--- src/rtl/load_store_unit.sv ---
// load_store_unit: sequences byte/half/word loads and stores against a
// single-ported DataMemory. The memory reads combinationally and writes on the
// rising clock edge.
// Sub-word stores are done as read-modify-write: MERGE reads the word, then
// WRITE stores it back.
// Optional feature: define LSU_ALIGN_CHECK_EN to reject misaligned half and
// word accesses. By default, misaligned low address bits are ignored.
module load_store_unit #(
  parameter int MEM_WORDS = 1024
) (
  input  logic        clk,
  input  logic        rst,
  input  logic        req_valid,
  output logic        req_ready,
  input  logic        req_write,
  input  logic [2:0]  req_funct3,
  input  logic [31:0] req_addr,
  input  logic [31:0] req_wdata,
  output logic        resp_valid,
  output logic [31:0] resp_rdata,
  output logic        resp_error,
  output logic        mem_writeEnable,
  output logic [31:0] mem_address,
  output logic [31:0] mem_writeData,
  input  logic [31:0] mem_readData
);

  typedef enum logic [2:0] {
    S_IDLE,
    S_LOAD,
    S_MERGE,
    S_WRITE,
    S_RESP
  } state_t;

  localparam logic [2:0]  F3_B  = 3'b000;
  localparam logic [2:0]  F3_H  = 3'b001;
  localparam logic [2:0]  F3_W  = 3'b010;
  localparam logic [2:0]  F3_BU = 3'b100;
  localparam logic [2:0]  F3_HU = 3'b101;
  localparam logic [32:0] ADDR_LIMIT = 33'(MEM_WORDS) << 2;

  state_t      state_q;
  logic [31:0] addr_q;
  logic [2:0]  funct3_q;
  logic [31:0] wdata_q;
  logic        write_q;
  logic [31:0] resp_rdata_q;
  logic        resp_error_q;

  logic        funct3_legal;
  logic        out_of_range;
  logic        misaligned;
  logic        err_d;
  logic [31:0] lane_shifted;
  logic [7:0]  byte_sel;
  logic [15:0] half_sel;
  logic [31:0] load_d;
  logic [31:0] merge_d;

  // Classify the request on the input port so IDLE can choose its next state.
  always_comb begin
    // NOTE: every combinational output gets a default first, so no path can infer a latch.
    funct3_legal = 1'b0;
    misaligned   = 1'b0;
    if (req_write) funct3_legal = req_funct3 inside {F3_B, F3_H, F3_W};
    else           funct3_legal = req_funct3 inside {F3_B, F3_H, F3_W, F3_BU, F3_HU};
    out_of_range = {1'b0, req_addr} >= ADDR_LIMIT;
`ifdef LSU_ALIGN_CHECK_EN
    case (req_funct3[1:0])
      2'b01:   misaligned = req_addr[0];
      2'b10:   misaligned = |req_addr[1:0];
      default: misaligned = 1'b0;
    endcase
`endif
    err_d = !funct3_legal || out_of_range || misaligned;
  end

  // Extract and extend the load lane, and build the merged word for SB/SH.
  always_comb begin
    lane_shifted = mem_readData >> {addr_q[1:0], 3'b000};
    byte_sel     = lane_shifted[7:0];
    half_sel     = addr_q[1] ? mem_readData[31:16] : mem_readData[15:0];
    case (funct3_q)
      F3_B:    load_d = {{24{byte_sel[7]}}, byte_sel};
      F3_H:    load_d = {{16{half_sel[15]}}, half_sel};
      F3_BU:   load_d = {24'd0, byte_sel};
      F3_HU:   load_d = {16'd0, half_sel};
      default: load_d = mem_readData;
    endcase
    merge_d = mem_readData;
    if (funct3_q[1:0] == 2'b00) merge_d[{addr_q[1:0], 3'b000} +: 8] = wdata_q[7:0];
    else                        merge_d[{addr_q[1], 4'b0000} +: 16] = wdata_q[15:0];
  end

  // Request sequencer: captures the request, steps through the access, and holds the response.
  always_ff @(posedge clk) begin
    // NOTE: state registers use non-blocking assignments so all of them update together at the edge.
    if (rst) begin
      state_q      <= S_IDLE;
      addr_q       <= '0;
      funct3_q     <= '0;
      wdata_q      <= '0;
      write_q      <= 1'b0;
      resp_rdata_q <= '0;
      resp_error_q <= 1'b0;
    end else begin
      case (state_q)
        S_IDLE: begin
          if (req_valid) begin
            addr_q       <= req_addr;
            funct3_q     <= req_funct3;
            wdata_q      <= req_wdata;
            write_q      <= req_write;
            resp_rdata_q <= '0;
            resp_error_q <= err_d;
            if (err_d)                   state_q <= S_RESP;
            else if (!req_write)         state_q <= S_LOAD;
            else if (req_funct3 == F3_W) state_q <= S_WRITE;
            else                         state_q <= S_MERGE;
          end
        end
        S_LOAD: begin
          resp_rdata_q <= load_d;
          state_q      <= S_RESP;
        end
        S_MERGE: begin
          wdata_q <= merge_d;
          state_q <= S_WRITE;
        end
        S_WRITE: state_q <= S_RESP;
        S_RESP:  state_q <= S_IDLE;
        default: state_q <= S_IDLE;
      endcase
    end
  end

  // Outputs are decoded from the registered state. The write strobe is also
  // gated by reset, so a reset that arrives during WRITE suppresses the write.
  always_comb begin
    req_ready       = (state_q == S_IDLE);
    resp_valid      = (state_q == S_RESP);
    resp_rdata      = resp_rdata_q;
    resp_error      = resp_error_q;
    mem_address     = '0;
    if (state_q inside {S_LOAD, S_MERGE, S_WRITE}) mem_address = {addr_q[31:2], 2'b00};
    mem_writeEnable = (state_q == S_WRITE) && !rst;
    mem_writeData   = (state_q == S_WRITE && write_q) ? wdata_q : '0;
  end

endmodule

--- config.mk ---
export PLATFORM = sky130hd
export DESIGN_NAME = load_store_unit
export DESIGN_NICKNAME = d
export VERILOG_FILES = /design/src/rtl/load_store_unit.sv
export SDC_FILE = /design/constraint.sdc
export NUM_CORES = 1
export LEC_CHECK = 0
export CAP_MARGIN = 20
export CORE_AREA = 10 10 118 120
export DETAILED_ROUTE_END_ITERATION = 7
export DIE_AREA = 0 0 128 130
export GPL_TIMING_DRIVEN = 0
export PLACE_DENSITY = 0.84
export SKIP_LAST_GASP = 1
export SYNTH_ARGS = -nofsm -noshare
export SYNTH_HDL_FRONTEND = slang
export SYNTH_SLANG_ARGS = --single-unit
--- constraint.sdc ---
create_clock -name clk -period 5.85 [get_ports clk]
set_clock_uncertainty 0.15 [all_clocks]
set_input_delay 1.17 -clock clk [delete_from_list [all_inputs] [get_ports clk]]
set_output_delay 1.17 -clock clk [all_outputs]
set_load 0.05 [all_outputs]
After elaboration in Yosys (flattened, before gate mapping)
Index checks and enable logic that the tools add are counted.
{"block": "op_classes", "shifts": 5, "bitwise": 0, "n_eq_ne": 12, "n_mul": 0, "div_mod_pow": 0, "magnitude_cmp": 1, "n_reduce_logical": 18, "n_addsub": 2, "muxes": 17}
{"cell": "two-way mux 32 bit", "n": 5}
{"cell": "case mux 32 bit (2 select lines)", "n": 2}
{"cell": "case mux 32 bit (4 select lines)", "n": 1}
{"cell": "bitwise mux 32 bit", "n": 2}
{"cell": "greater-or-equal comparator 32 x 13 -> 1 bit, second input constant", "n": 1}
{"cell": "variable shift 16 x 7 -> 32 bit, first input constant", "n": 1}
{"cell": "variable shift 8 x 7 -> 32 bit, first input constant", "n": 1}
{"cell": "variable part select 16 x 7 -> 32 bit", "n": 1}
{"cell": "variable part select 8 x 7 -> 32 bit", "n": 1}
{"cell": "right shift 32 x 5 -> 8 bit", "n": 1}
{"cell": "two-way mux 16 bit", "n": 1}
{"cell": "== test 3 bit, second input constant", "n": 5}
{"cell": "negation 5 -> 7 bit", "n": 2}
{"cell": "== test 3 x 1 -> 1 bit, second input constant", "n": 3}
{"cell": "== test 3 x 2 -> 1 bit, second input constant", "n": 3}
{"cell": "logical NOT 3 bit", "n": 3}
{"cell": "case mux 3 bit (3 select lines)", "n": 1}
{"cell": "two-way mux 3 bit", "n": 2}
{"cell": "AND reduction 2 bit", "n": 3}
{"cell": "nonzero test 3 bit", "n": 2}
{"cell": "nonzero test 5 bit", "n": 1}
{"cell": "nonzero test 2 bit", "n": 2}
{"cell": "logical AND 1 bit", "n": 2}
{"cell": "logical NOT 1 bit", "n": 2}
{"cell": "6 further kinds", "n": 7}
{"block": "word_totals", "output_inout_bits": 100, "ram_bits": 0, "input_bits": 103, "latch_bits": 0, "word_cells": 62, "memories": 0, "regBits": 104, "romBits": 0}

Longest topological paths before layout
{"block": "logic_depth", "ltp_word": 8, "mapped_depth": 9}

Least setup slack after synthesis
OpenSTA, ideal clock, no wires.
{"block": "synth_path", "kind": "in2out", "startpoint": "input port rst", "endpoint": "output port mem_writeEnable", "setup_slack_ns": 1.845, "arrival_time_ns": 2.685, "required_time_ns": 4.530, "n_path_buf": 2, "stages": 3, "cell_sequence": "clkbuf_1 clkbuf_1 nor3_1"}
{"block": "synth_between", "elab_chain_len": 2}
{"item": "from (decl)", "line_no": "12", "source": "input logic rst,"}
{"item": "logical NOT 1 bit", "line_no": "147", "source": "mem_writeEnable = (state_q == S_WRITE) && !rst;"}
{"item": "logical AND 1 bit", "line_no": "147"}
{"item": "to (decl)", "line_no": "22", "source": "output logic mem_writeEnable,"}
Every way passes these cells.

Worst setup path after layout
Ends and elaborated chain as after synthesis.

==> impl_metrics.yaml <==
outcome:
  status: "completed"
placed_design:
  port_buffers: 200
  place_congestion: 0.932
  dp_hpwl_microns: 17500
  post-place-ws_ns: 0.977
synth:
  syn_area_sq_um: 5420
  synth.yosys.seq_area_share_pct: 38.4
  number_of_flops_mapped_to_enable_cells_by_yosys: 0
  synthArstFlopShare_pct: 0
  synth_cells: 653
  synth.avg_cell_area_sq_um: 8.31
  synth_flop_cell: "sky130_fd_sc_hd__dfxtp_1"
  synth_cell_types: 58
  yosys_warnings: 0
  ys_seq_elements: 104
drt:
  routed_wl_per_cell_microns: 21.6
  totalWireLength_microns: 22000
  viasPerCell: 5.81
  detail_route.drc_violations: 0
  drt-initial-drc-count: 493
  drt_pre_antenna_iters: 4
  detailroute.via_count: 5910
  antenna_left: 0
clocking:
  cts-hold-fix-buffers: 0
  tritoncts_clock_tree: "done"
  clock_latency_ns: 0.36
  clock_tree.htree_level_count: 3
  cts-resized-gates: 0
  clk_pin_slew_worst_paths_ns: 0.07
  cts_buffers: 9
  clk_root_buffer_cell: "sky130_fd_sc_hd__clkbuf_16"
  clock-sinks: 104
  cts_setup_buffers: 0
  cts.path.max_buffers: 2
floorplanning:
  die_area_sq_um: 16600
  chipHeight_microns: 130
  die_width_microns: 128
  floorplan.initialDensity_pct: 46.3
  core_sq_um: 11700
  top_level_ports: 203
  rows: 40
worst_hold_path:
  min_path_type: "reg2reg"
setup_path:
  critPathLaunchType: "input port"
  worst_ep_arrival_time_ns: 3.53
  cp_max_fo: 10
  worstPathCellList: "clkdlybuf4s50_1 -> clkbuf_1 -> clkbuf_1 -> nor3_1 -> clkdlybuf4s50_1"
  critical_path_required_ns: 4.53
  worst-path-buf-inv: 4
  cp_top_family: "buffers and inverters"
  timing_worst_setup_path_type: "in2out"
  critical-path-slowest-cell: "sky130_fd_sc_hd__clkdlybuf4s50_1"
  slowest_delay_ns: 0.75
  worstSetupEndpointType: "output pin"
sta:
  finalWorstSetupSlack_ns: 1.00
  final_min_period_over_clock_period_pct: 82.9
  finalHoldViolCount: 0
  timing.final.crit_period_ns: 4.85
  grt_setup_unrepaired: "false"
  fmax_ghz: 0.206
  timing.final.max_slew_violations: 0
  finalSetupViolations: 0
  hold-worst-slack_ns: 0.302
  finalSetupTns_ns: 0
  slew_headroom_pct: 47.2
  max_slew.worst_pin.slew_ns: 0.792
final_layout:
  n_fill_cell: 979
  drive_above_1_share_pct: 7.70
  diodes: 0
  layout_common_cells: "sky130_fd_sc_hd__clkdlybuf4s50_1, sky130_fd_sc_hd__nand2_1, sky130_fd_sc_hd__dfxtp_1, sky130_fd_sc_hd__and2_1, sky130_fd_sc_hd__a21oi_1"
  areaGrowthSynthToFinish_pct: 45.8
  multi_input_comb_area_sq_um: 3040
  mostFrequentLayoutCell: "sky130_fd_sc_hd__clkdlybuf4s50_1"
  seq_area_sq_um: 2080
  nNetsFinal: 973
power:
  vdd_ir_drop_max_v: 0.000129
  post-layout-total-power_mw: 1.66
  power.static_leakage_nw: 2.88
  power_density_nw_per_um2: 210
global_routing:
  grt_antenna_before_repair: 0
  grt_max_degree: 18
  global_route.overflow_total: 0
  first_global_vias: 6091
  first_pass_grt_wire_length_microns: 33800
  global_route.usage.total_pct: 25.6
job:
  maxCapViolCount: 0
[state kept, by name, summed over array words and instances (netlist names)]
signal,count
resp_error,1
wdata_q,32
addr_q,32
funct3_q,3
resp_rdata,32
state_q,3
write_q,1
[area by class of cell]
class / instances / share of cell area, %
buffer: 56 / 3.40
multi-input combinational: 484 / 38.4
timing repair buffer: 200 / 25.3
clock buffer: 10 / 2.89
tap: 147 / 2.33
sequential: 104 / 26.3
clock inverter: 6 / 0.854
inverter: 10 / 0.475
[cells in the mapped netlist, types with 3 or more instances]
cell type	n	area (sq um)
sky130_fd_sc_hd__a221o_1	16	160
sky130_fd_sc_hd__buf_2	11	55.1
sky130_fd_sc_hd__a211oi_1	9	67.6
sky130_fd_sc_hd__and4b_1	8	80.1
sky130_fd_sc_hd__o21ai_1	8	40.0
sky130_fd_sc_hd__a211oi_2	8	100
sky130_fd_sc_hd__o21ai_0	17	85.1
sky130_fd_sc_hd__nor2_1	33	124
sky130_fd_sc_hd__nor3b_1	3	22.5
sky130_fd_sc_hd__o22ai_1	8	50.1
sky130_fd_sc_hd__nor3_1	10	50.1
sky130_fd_sc_hd__o221ai_1	7	61.3
sky130_fd_sc_hd__nand2b_1	11	68.8
sky130_fd_sc_hd__or3b_1	4	35.0
sky130_fd_sc_hd__clkbuf_1	35	131
sky130_fd_sc_hd__nand2_1	117	439
sky130_fd_sc_hd__and2_1	65	407
sky130_fd_sc_hd__dfxtp_1	104	2080
sky130_fd_sc_hd__nand3b_1	3	22.5
sky130_fd_sc_hd__nor4_1	7	43.8
sky130_fd_sc_hd__ha_1	5	62.6
sky130_fd_sc_hd__a32o_1	8	80.1
sky130_fd_sc_hd__nand3_1	11	55.1
sky130_fd_sc_hd__a311oi_1	7	61.3
sky130_fd_sc_hd__nand4b_1	8	70.1
sky130_fd_sc_hd__buf_4	8	60.1
sky130_fd_sc_hd__a21oi_1	49	245
sky130_fd_sc_hd__nor2b_1	6	37.5
sky130_fd_sc_hd__inv_1	10	37.5
sky130_fd_sc_hd__a221oi_1	14	123
sky130_fd_sc_hd__mux2_2	9	101
[per-layer routing]
| layer | vias to the layer above | global-route usage [%] | wire [microns] |
|---|---|---|---|
| met5 | - | 0 | 0 |
| met4 | 0 | 8.81 | 633 |
| met3 | 47 | 8.36 | 2360 |
| met2 | 305 | 41.9 | 9930 |
| met1 | 2799 | 31.0 | 9080 |
| li1 | 2759 | - | - |
[metrics by stage]
stage / instances / area, sq um / util (%)
finish: 1017 / 7910 / 67.5
global placement: 1001 / 7610 / 65.0
global route: 1017 / 7910 / 67.5
floorplan: 654 / 5430 / -
detailed placement: 1001 / 7610 / 65.0
CTS: 1017 / 7910 / 67.5
[cells by family after synthesis]
group / after synthesis / synth area share (%)
muxes: 12 / 2.65
AOI/OAI and AO/OA: 168 / 22.5
other: 1 / 0.0691
buffers and inverters: 66 / 5.65
and+or+nand+nor: 297 / 29.6
DFF: 104 / 38.4
adders and majority gates: 5 / 1.15
[worst min-delay path, delay by kind of cell, from the launching register on]
kind            cells  cell delay, ns
flops               1            0.31
compound gates      1            0.05
simple gates        1            0.05
[final timing paths]
path,startpoint,to,slack [ns],cells past startpoint
min reg2reg,addr_q[26]$_SDFFE_PP0P_,addr_q[26]$_SDFFE_PP0P_,0.30,2
max reg2reg,addr_q[1]$_SDFFE_PP0P_,wdata_q[22]$_SDFFE_PP0P_,2.93,8
min,addr_q[26]$_SDFFE_PP0P_,addr_q[26]$_SDFFE_PP0P_,0.30,2
max,rst,mem_writeEnable,1.00,5
[where the power goes]
part / switching (mW) / total (mW) / leakage, nW / internal (mW)
sequential: 0.0238 / 0.765 / 0.852 / 0.741
combinational: 0.148 / 0.274 / 1.89 / 0.126
clock: 0.287 / 0.621 / 0.139 / 0.334
total: 0.459 / 1.66 / 2.88 / 1.20
No activity file was read; power rests on OpenSTA's default activity.
